$ cat src/rtl/mult_pkg.sv
// rtl/mult_pkg.sv - shared types and widths for the sequential multiplier
package mult_pkg;

  typedef enum logic [1:0] {
    IDLE = 2'd0,
    CALC = 2'd1,
    FIX  = 2'd2,
    DONE = 2'd3
  } mult_state_t;

  // Default operand width and its iteration-counter width
  localparam int MULT_N = 32;
  localparam int CNT_W  = $clog2(MULT_N);

endpackage

$ cat src/rtl/seq_multiplier_if.sv
// rtl/seq_multiplier_if.sv - operand/result handshake bundle for seq_multiplier
interface seq_multiplier_if #(
  parameter int N = 32
);

  logic         in_valid;
  logic         in_ready;
  logic [N-1:0] a;
  logic [N-1:0] b;
  logic         is_signed;
  logic         out_valid;
  logic         out_ready;
  logic [N-1:0] result_lo;
  logic [N-1:0] result_hi;
  logic         z_flag;
  logic         n_flag;
  logic         c_flag;
  logic         v_flag;
  logic         busy;

  // Producer of operands / consumer of products
  modport master (
    output in_valid, a, b, is_signed, out_ready,
    input  in_ready, out_valid, result_lo, result_hi,
    input  z_flag, n_flag, c_flag, v_flag, busy
  );

  // The multiplier itself
  modport slave (
    input  in_valid, a, b, is_signed, out_ready,
    output in_ready, out_valid, result_lo, result_hi,
    output z_flag, n_flag, c_flag, v_flag, busy
  );

endinterface

$ cat src/rtl/seq_multiplier_negate.sv
// rtl/seq_multiplier_negate.sv - combinational conditional two's-complement negate
module twos_negate #(
  parameter int W = 32
) (
  input  logic         en,
  input  logic [W-1:0] x,
  output logic [W-1:0] y
);

  // The most-negative value maps onto itself, which read as unsigned is its magnitude
  assign y = en ? (~x + W'(1)) : x;

endmodule

$ cat src/rtl/seq_multiplier.sv
// rtl/seq_multiplier.sv - iterative radix-2 shift-add multiplier, full 2N-bit product
module seq_multiplier
  import mult_pkg::*;
#(
  parameter int N = 32
) (
  input  logic               clk,
  input  logic               rst_n,
  seq_multiplier_if.slave    bus
);

  localparam int CW = $clog2(N);

  mult_state_t     state_q, state_d;
  logic [N-1:0]    mcand_q, mcand_d;
  logic [N-1:0]    mplier_q, mplier_d;
  logic [2*N-1:0]  acc_q, acc_d;
  logic [CW-1:0]   cnt_q, cnt_d;
  logic            neg_q, neg_d;
  logic            sgn_q, sgn_d;
  logic [N-1:0]    res_lo_q, res_lo_d;
  logic [N-1:0]    res_hi_q, res_hi_d;
  logic            z_q, z_d, n_q, n_d, c_q, c_d, v_q, v_d;
  logic            out_valid_q, out_valid_d;

  logic [N-1:0]    mag_a, mag_b;
  logic [2*N-1:0]  acc_fin;
  logic [N:0]      sum;

  twos_negate #(.W(N)) u_neg_a (
    .en (bus.is_signed & bus.a[N-1]),
    .x  (bus.a),
    .y  (mag_a)
  );

  twos_negate #(.W(N)) u_neg_b (
    .en (bus.is_signed & bus.b[N-1]),
    .x  (bus.b),
    .y  (mag_b)
  );

  twos_negate #(.W(2*N)) u_neg_acc (
    .en (neg_q),
    .x  (acc_q),
    .y  (acc_fin)
  );

  // Upper accumulator half plus the multiplicand when the current multiplier bit is set
  assign sum = {1'b0, acc_q[2*N-1:N]} + (mplier_q[0] ? {1'b0, mcand_q} : '0);

  // Next-state and datapath updates for the IDLE -> CALC -> FIX -> DONE sequence
  always_comb begin
    state_d     = state_q;
    mcand_d     = mcand_q;
    mplier_d    = mplier_q;
    acc_d       = acc_q;
    cnt_d       = cnt_q;
    neg_d       = neg_q;
    sgn_d       = sgn_q;
    res_lo_d    = res_lo_q;
    res_hi_d    = res_hi_q;
    z_d         = z_q;
    n_d         = n_q;
    c_d         = c_q;
    v_d         = v_q;
    out_valid_d = 1'b0;
    case (state_q)
      IDLE: begin
        if (bus.in_valid) begin
          mcand_d  = mag_a;
          mplier_d = mag_b;
          neg_d    = bus.is_signed & (bus.a[N-1] ^ bus.b[N-1]);
          sgn_d    = bus.is_signed;
          acc_d    = '0;
          cnt_d    = '0;
          state_d  = (bus.a == '0 || bus.b == '0) ? FIX : CALC;
        end
      end
      CALC: begin
        acc_d    = {sum, acc_q[N-1:1]};
        mplier_d = mplier_q >> 1;
        cnt_d    = cnt_q + CW'(1);
        if (cnt_q == CW'(N-1)) begin
          state_d = FIX;
        end
      end
      FIX: begin
        res_lo_d = acc_fin[N-1:0];
        res_hi_d = acc_fin[2*N-1:N];
        z_d      = (acc_fin[N-1:0] == '0);
        n_d      = acc_fin[N-1];
        c_d      = ~sgn_q & (acc_fin[2*N-1:N] != '0);
        v_d      = sgn_q & (acc_fin[2*N-1:N] != {N{acc_fin[N-1]}});
        state_d  = DONE;
      end
      DONE: begin
        // Result registers settle in FIX, so out_valid follows one cycle into DONE
        out_valid_d = 1'b1;
        if (out_valid_q && bus.out_ready) begin
          out_valid_d = 1'b0;
          state_d     = IDLE;
        end
      end
      default: state_d = IDLE;
    endcase
  end

  // State and datapath registers; reset aborts any operation in flight
  always_ff @(posedge clk or negedge rst_n) begin
    if (!rst_n) begin
      state_q     <= IDLE;
      mcand_q     <= '0;
      mplier_q    <= '0;
      acc_q       <= '0;
      cnt_q       <= '0;
      neg_q       <= 1'b0;
      sgn_q       <= 1'b0;
      res_lo_q    <= '0;
      res_hi_q    <= '0;
      z_q         <= 1'b0;
      n_q         <= 1'b0;
      c_q         <= 1'b0;
      v_q         <= 1'b0;
      out_valid_q <= 1'b0;
    end else begin
      state_q     <= state_d;
      mcand_q     <= mcand_d;
      mplier_q    <= mplier_d;
      acc_q       <= acc_d;
      cnt_q       <= cnt_d;
      neg_q       <= neg_d;
      sgn_q       <= sgn_d;
      res_lo_q    <= res_lo_d;
      res_hi_q    <= res_hi_d;
      z_q         <= z_d;
      n_q         <= n_d;
      c_q         <= c_d;
      v_q         <= v_d;
      out_valid_q <= out_valid_d;
    end
  end

  assign bus.in_ready  = (state_q == IDLE);
  assign bus.busy      = (state_q != IDLE);
  assign bus.out_valid = out_valid_q;
  assign bus.result_lo = res_lo_q;
  assign bus.result_hi = res_hi_q;
  assign bus.z_flag    = z_q;
  assign bus.n_flag    = n_q;
  assign bus.c_flag    = c_q;
  assign bus.v_flag    = v_q;

endmodule

$ cat src/flat_wrapper.sv
// flat-port wrapper written by rule: the top's interface ports become plain ports
module seq_multiplier_flat import mult_pkg::*;
#(
  parameter int N = 32
)
  (clk, rst_n, bus_in_valid, bus_a, bus_b, bus_is_signed, bus_out_ready, bus_in_ready, bus_out_valid, bus_result_lo, bus_result_hi, bus_z_flag, bus_n_flag, bus_c_flag, bus_v_flag, bus_busy);
  seq_multiplier_if #(.N(N)) bus_i ();
  input  logic clk;
  input  logic rst_n;
  input wire logic [$bits(bus_i.in_valid)-1:0] bus_in_valid;
  input wire logic [$bits(bus_i.a)-1:0] bus_a;
  input wire logic [$bits(bus_i.b)-1:0] bus_b;
  input wire logic [$bits(bus_i.is_signed)-1:0] bus_is_signed;
  input wire logic [$bits(bus_i.out_ready)-1:0] bus_out_ready;
  output wire logic [$bits(bus_i.in_ready)-1:0] bus_in_ready;
  output wire logic [$bits(bus_i.out_valid)-1:0] bus_out_valid;
  output wire logic [$bits(bus_i.result_lo)-1:0] bus_result_lo;
  output wire logic [$bits(bus_i.result_hi)-1:0] bus_result_hi;
  output wire logic [$bits(bus_i.z_flag)-1:0] bus_z_flag;
  output wire logic [$bits(bus_i.n_flag)-1:0] bus_n_flag;
  output wire logic [$bits(bus_i.c_flag)-1:0] bus_c_flag;
  output wire logic [$bits(bus_i.v_flag)-1:0] bus_v_flag;
  output wire logic [$bits(bus_i.busy)-1:0] bus_busy;
  assign bus_i.in_valid = bus_in_valid;
  assign bus_i.a = bus_a;
  assign bus_i.b = bus_b;
  assign bus_i.is_signed = bus_is_signed;
  assign bus_i.out_ready = bus_out_ready;
  assign bus_in_ready = bus_i.in_ready;
  assign bus_out_valid = bus_i.out_valid;
  assign bus_result_lo = bus_i.result_lo;
  assign bus_result_hi = bus_i.result_hi;
  assign bus_z_flag = bus_i.z_flag;
  assign bus_n_flag = bus_i.n_flag;
  assign bus_c_flag = bus_i.c_flag;
  assign bus_v_flag = bus_i.v_flag;
  assign bus_busy = bus_i.busy;
  seq_multiplier #(.N(N)) u_core (.clk(clk), .rst_n(rst_n), .bus(bus_i));
endmodule
$ cat config.mk
export PLATFORM = sky130hd
export DESIGN_NAME = seq_multiplier_flat
export DESIGN_NICKNAME = d
export VERILOG_FILES = /design/src/rtl/mult_pkg.sv /design/src/rtl/seq_multiplier_if.sv /design/src/rtl/seq_multiplier_negate.sv /design/src/rtl/seq_multiplier.sv /design/src/flat_wrapper.sv
export SDC_FILE = /design/constraint.sdc
export NUM_CORES = 1
export LEC_CHECK = 0
export ABC_AREA = 1
export CAP_MARGIN = 20
export CORE_UTILIZATION = 35
export CTS_CLUSTER_SIZE = 8
export DETAILED_ROUTE_END_ITERATION = 12
export PLACE_DENSITY = 0.57
export SLEW_MARGIN = 25
export SYNTH_ARGS = -nofsm -noshare
export SYNTH_HDL_FRONTEND = slang
export SYNTH_SLANG_ARGS = --single-unit
$ cat constraint.sdc
create_clock -name clk -period 3.3 [get_ports clk]
set_input_delay 0.66 -clock clk [delete_from_list [all_inputs] [get_ports clk]]
set_output_delay 0.66 -clock clk [all_outputs]
set_load 0.05 [all_outputs]
==> impl_metrics.yaml <==
route:
  met1_length_um: 25700
  drtIter0Drc: 1251
  viasPerCell: 5.18
  postRouteAntennaNets: 0
  post_drt_wl_per_cell_um: 17.5
  wl_met2_um: 19600
  finalWirelength_um: 48900
  dr_wl_met3_um: 2360
  routed-via-count: 14460
  highest_layer: "met4"
  drc: 0
  drtPass1Iterations: 6
logic_synthesis:
  synthTopCellsByArea: "dfrtp_1, nand2_1, nor2_1, o21ai_0, inv_1"
  syn_area_um2: 14400
  syn_nets: 2246
  ys_seq_area_share_pct: 35.7
  ys_warn_count: 0
  synth_edf_count: 0
  synth-xor-area-share_pct: 4.33
  synth_cell_type_count: 50
  synthAdderAreaFrac_pct: 3.80
  avgSynthCellArea_um2: 6.73
  synth_top_area_share_pct: 35.7
  synth-simple-area-share_pct: 32.6
  netlist_instances: 2134
  async_flop_share_pct: 100
  ys_ff_latch: 205
  synthMuxAreaShare_pct: 0
  synth_compound_area_share_pct: 16.0
  synth_top_cell_by_area: "dfrtp_1"
  synth_top_family_by_area: "simple AND/OR/NAND/NOR gates"
  ys.flop_type: "dfrtp_1"
placement:
  dp_cells: 2755
  port_buffers: 139
  dp_hpwl_um: 38600
  gp_congestion: 0.967
  place_ws_ns: 0.157
timing:
  rsz0062_at_grt: "no"
  period_share_pct: 89.9
  worst_pin_slew_ns: 0.758
  fmax_ghz: 0.337
  setup_slack_ns: 0.333
  finalSetupViolations: 0
  slew_violations: 0
  clock_skew_ns: 0.0181
  tns_ns: 0
  hold_violations: 0
  relSlewSlack_pct: 49.5
  min_period_ns: 2.97
die:
  dieArea_um2: 41900
  die_y_um: 205
  rows: 73
  die_x_um: 205
  io_pins: 140
  core-area_um2: 40100
  initial_utilization_pct: 35.8
global_routing:
  grt_first_pass_wirelength_um: 77100
  antenna_found_initial: 0
  first_global_vias: 13660
  grt.overflow.total: 0
  grt_usage_pct: 23.5
  grt_max_degree: 80
worst_setup_path:
  rr_endpoint: "u_core.acc_q[61]"
  cp.required_ns: 2.64
  timing.rr.start: "u_core.mplier_q[0]"
  rr_worst_depth: 16
  cp_max_fo: 5
  worstSetupEndpoint: "bus_busy"
  startpoint: "u_core.state_q[0]"
  r2r_slack_ns: 0.41
  critPathCaptureType: "primary output"
  worst-setup-path-type: "reg2out"
  critPathArrivalTime_ns: 2.31
  startpoint_type: "register"
hold_path:
  hold_class: "in2async"
cts:
  insertion_delay_ns: 0.57
  tritoncts: "done"
  clk_pin_slew_ns: 0.05
  clock_sinks: 205
  cts-buffers-inserted: 30
  cts_root_buf: "clkbuf_16"
  h-tree-depth: 1
  holdBufCountCts: 0
  ctsLongestPathBuffers: 3
finish:
  regArea_um2: 5130
  post-route-util_pct: 42.8
  nNetsFinal: 2374
  area_growth_pct: 19.6
  antenna_cells: 0
  multi_input_area_um2: 8170
  drive_above_1_share_pct: 4.59
  final_cells: 2792
  n_fill_cell: 4231
  final_common_cell: "nand2_1"
  layout_common_cells: "nand2_1, nor2_1, dfrtp_1, inv_1, o21ai_0"
run:
  timing.max_cap.violations: 0
power:
  ir_drop_mv: 0.489
  leakage_uw: 0.00834
  p_per_area_nw_per_um2: 1220
run_status:
  status: "completed"
[power by group]
| part | total (uW) | switching [uW] | internal, uW | leakage [uW] |
|---|---|---|---|---|
| Combinational | 13700 | 9470 | 4200 | 0.00534 |
| Clock | 2730 | 1100 | 1630 | 0.000393 |
| Sequential | 4460 | 928 | 3530 | 0.00261 |
[kinds of logic after synthesis]
group           count (synthesis)
simple gates                 1140
fa+ha+maj                      43
buf+inv                       273
xor+xnor                       71
compound gates                402
flops                         205
[through the flow]
stage | area [um2] | power [uW] | hold WS, ns
after floorplan | 14400 | 14000 | 0.364
after global placement | 16400 | 17900 | 0.459
after detailed placement | 16400 | 18000 | 0.466
after CTS | 17200 | 20800 | 0.177
after global routing | 17200 | 22600 | 0.200
final | 17200 | 20900 | 0.142
[timing repair]
action,CTS,global route
buffers inserted,0,0
endpoints found under the setup margin,0,1
resized for setup,0,1
[critical path, cell delays in order (launching register included)]
cell and delay, ns:
dfrtp_1 0.36, inv_1 0.09, ha_1 0.29, inv_1 0.16, clkdlybuf4s50_1 0.84
[area by class of cell]
cell class	count	area share, %
Clock inverter	2	0.146
Multi-Input combinational cell	1656	47.5
Inverter	201	4.39
Clock buffer	35	4.54
Timing Repair Buffer	168	9.68
Sequential cell	205	29.9
Tap cell	525	3.82
[worst min path at each step]
stage / endpoint / cells after the start
after floorplan: u_core.acc_q[0] / 0
after global placement: u_core.mplier_q[20] / 2
after detailed placement: u_core.mplier_q[13] / 2
after CTS: u_core.bus.result_lo[17] / 1
after global routing: u_core.bus.result_lo[17] / 1
final: u_core.bus.result_lo[17] / 1
[state kept, by name, indices dropped and copies added (netlist names), 2 cells and up]
| signal | count |
|---|---|
| u_core.acc_q | 64 |
| u_core.bus.result_hi | 32 |
| u_core.bus.result_lo | 31 |
| u_core.cnt_q | 5 |
| u_core.mcand_q | 32 |
| u_core.mplier_q | 32 |
| u_core.state_q | 2 |
[Yosys cell counts (2+ instances only)]
cell	number
o21a_1	4
nand2_4	5
a21oi_2	2
or2_2	3
nand4_1	31
nand2_1	639
o22ai_1	51
nor2_1	297
o31ai_1	4
a21oi_1	88
buf_1	4
nand2_2	8
nor4_1	14
o21ai_1	12
o211ai_1	17
ha_1	42
a31oi_1	30
clkbuf_1	50
xor2_1	61
nor2_2	12
buf_2	9
o21ai_0	164
clkinv_1	4
and2_1	4
o21bai_1	10
nor3_1	21
o21ai_4	3
a21boi_0	3
buf_4	5
o221ai_1	3
buf_6	4
a21o_1	5
nand3_1	96
dfrtp_1	205
nand3b_1	5
xnor2_1	10
inv_1	196
[per-layer routing]
| metal | global-route usage [%] | up-vias |
|---|---|---|
| li1 | - | 7274 |
| met1 | 37.3 | 6674 |
| met2 | 32.9 | 445 |
| met3 | 2.12 | 67 |
| met4 | 7.12 | 0 |
| met5 | 0 | - |
(Power assumes the default switching activity.)
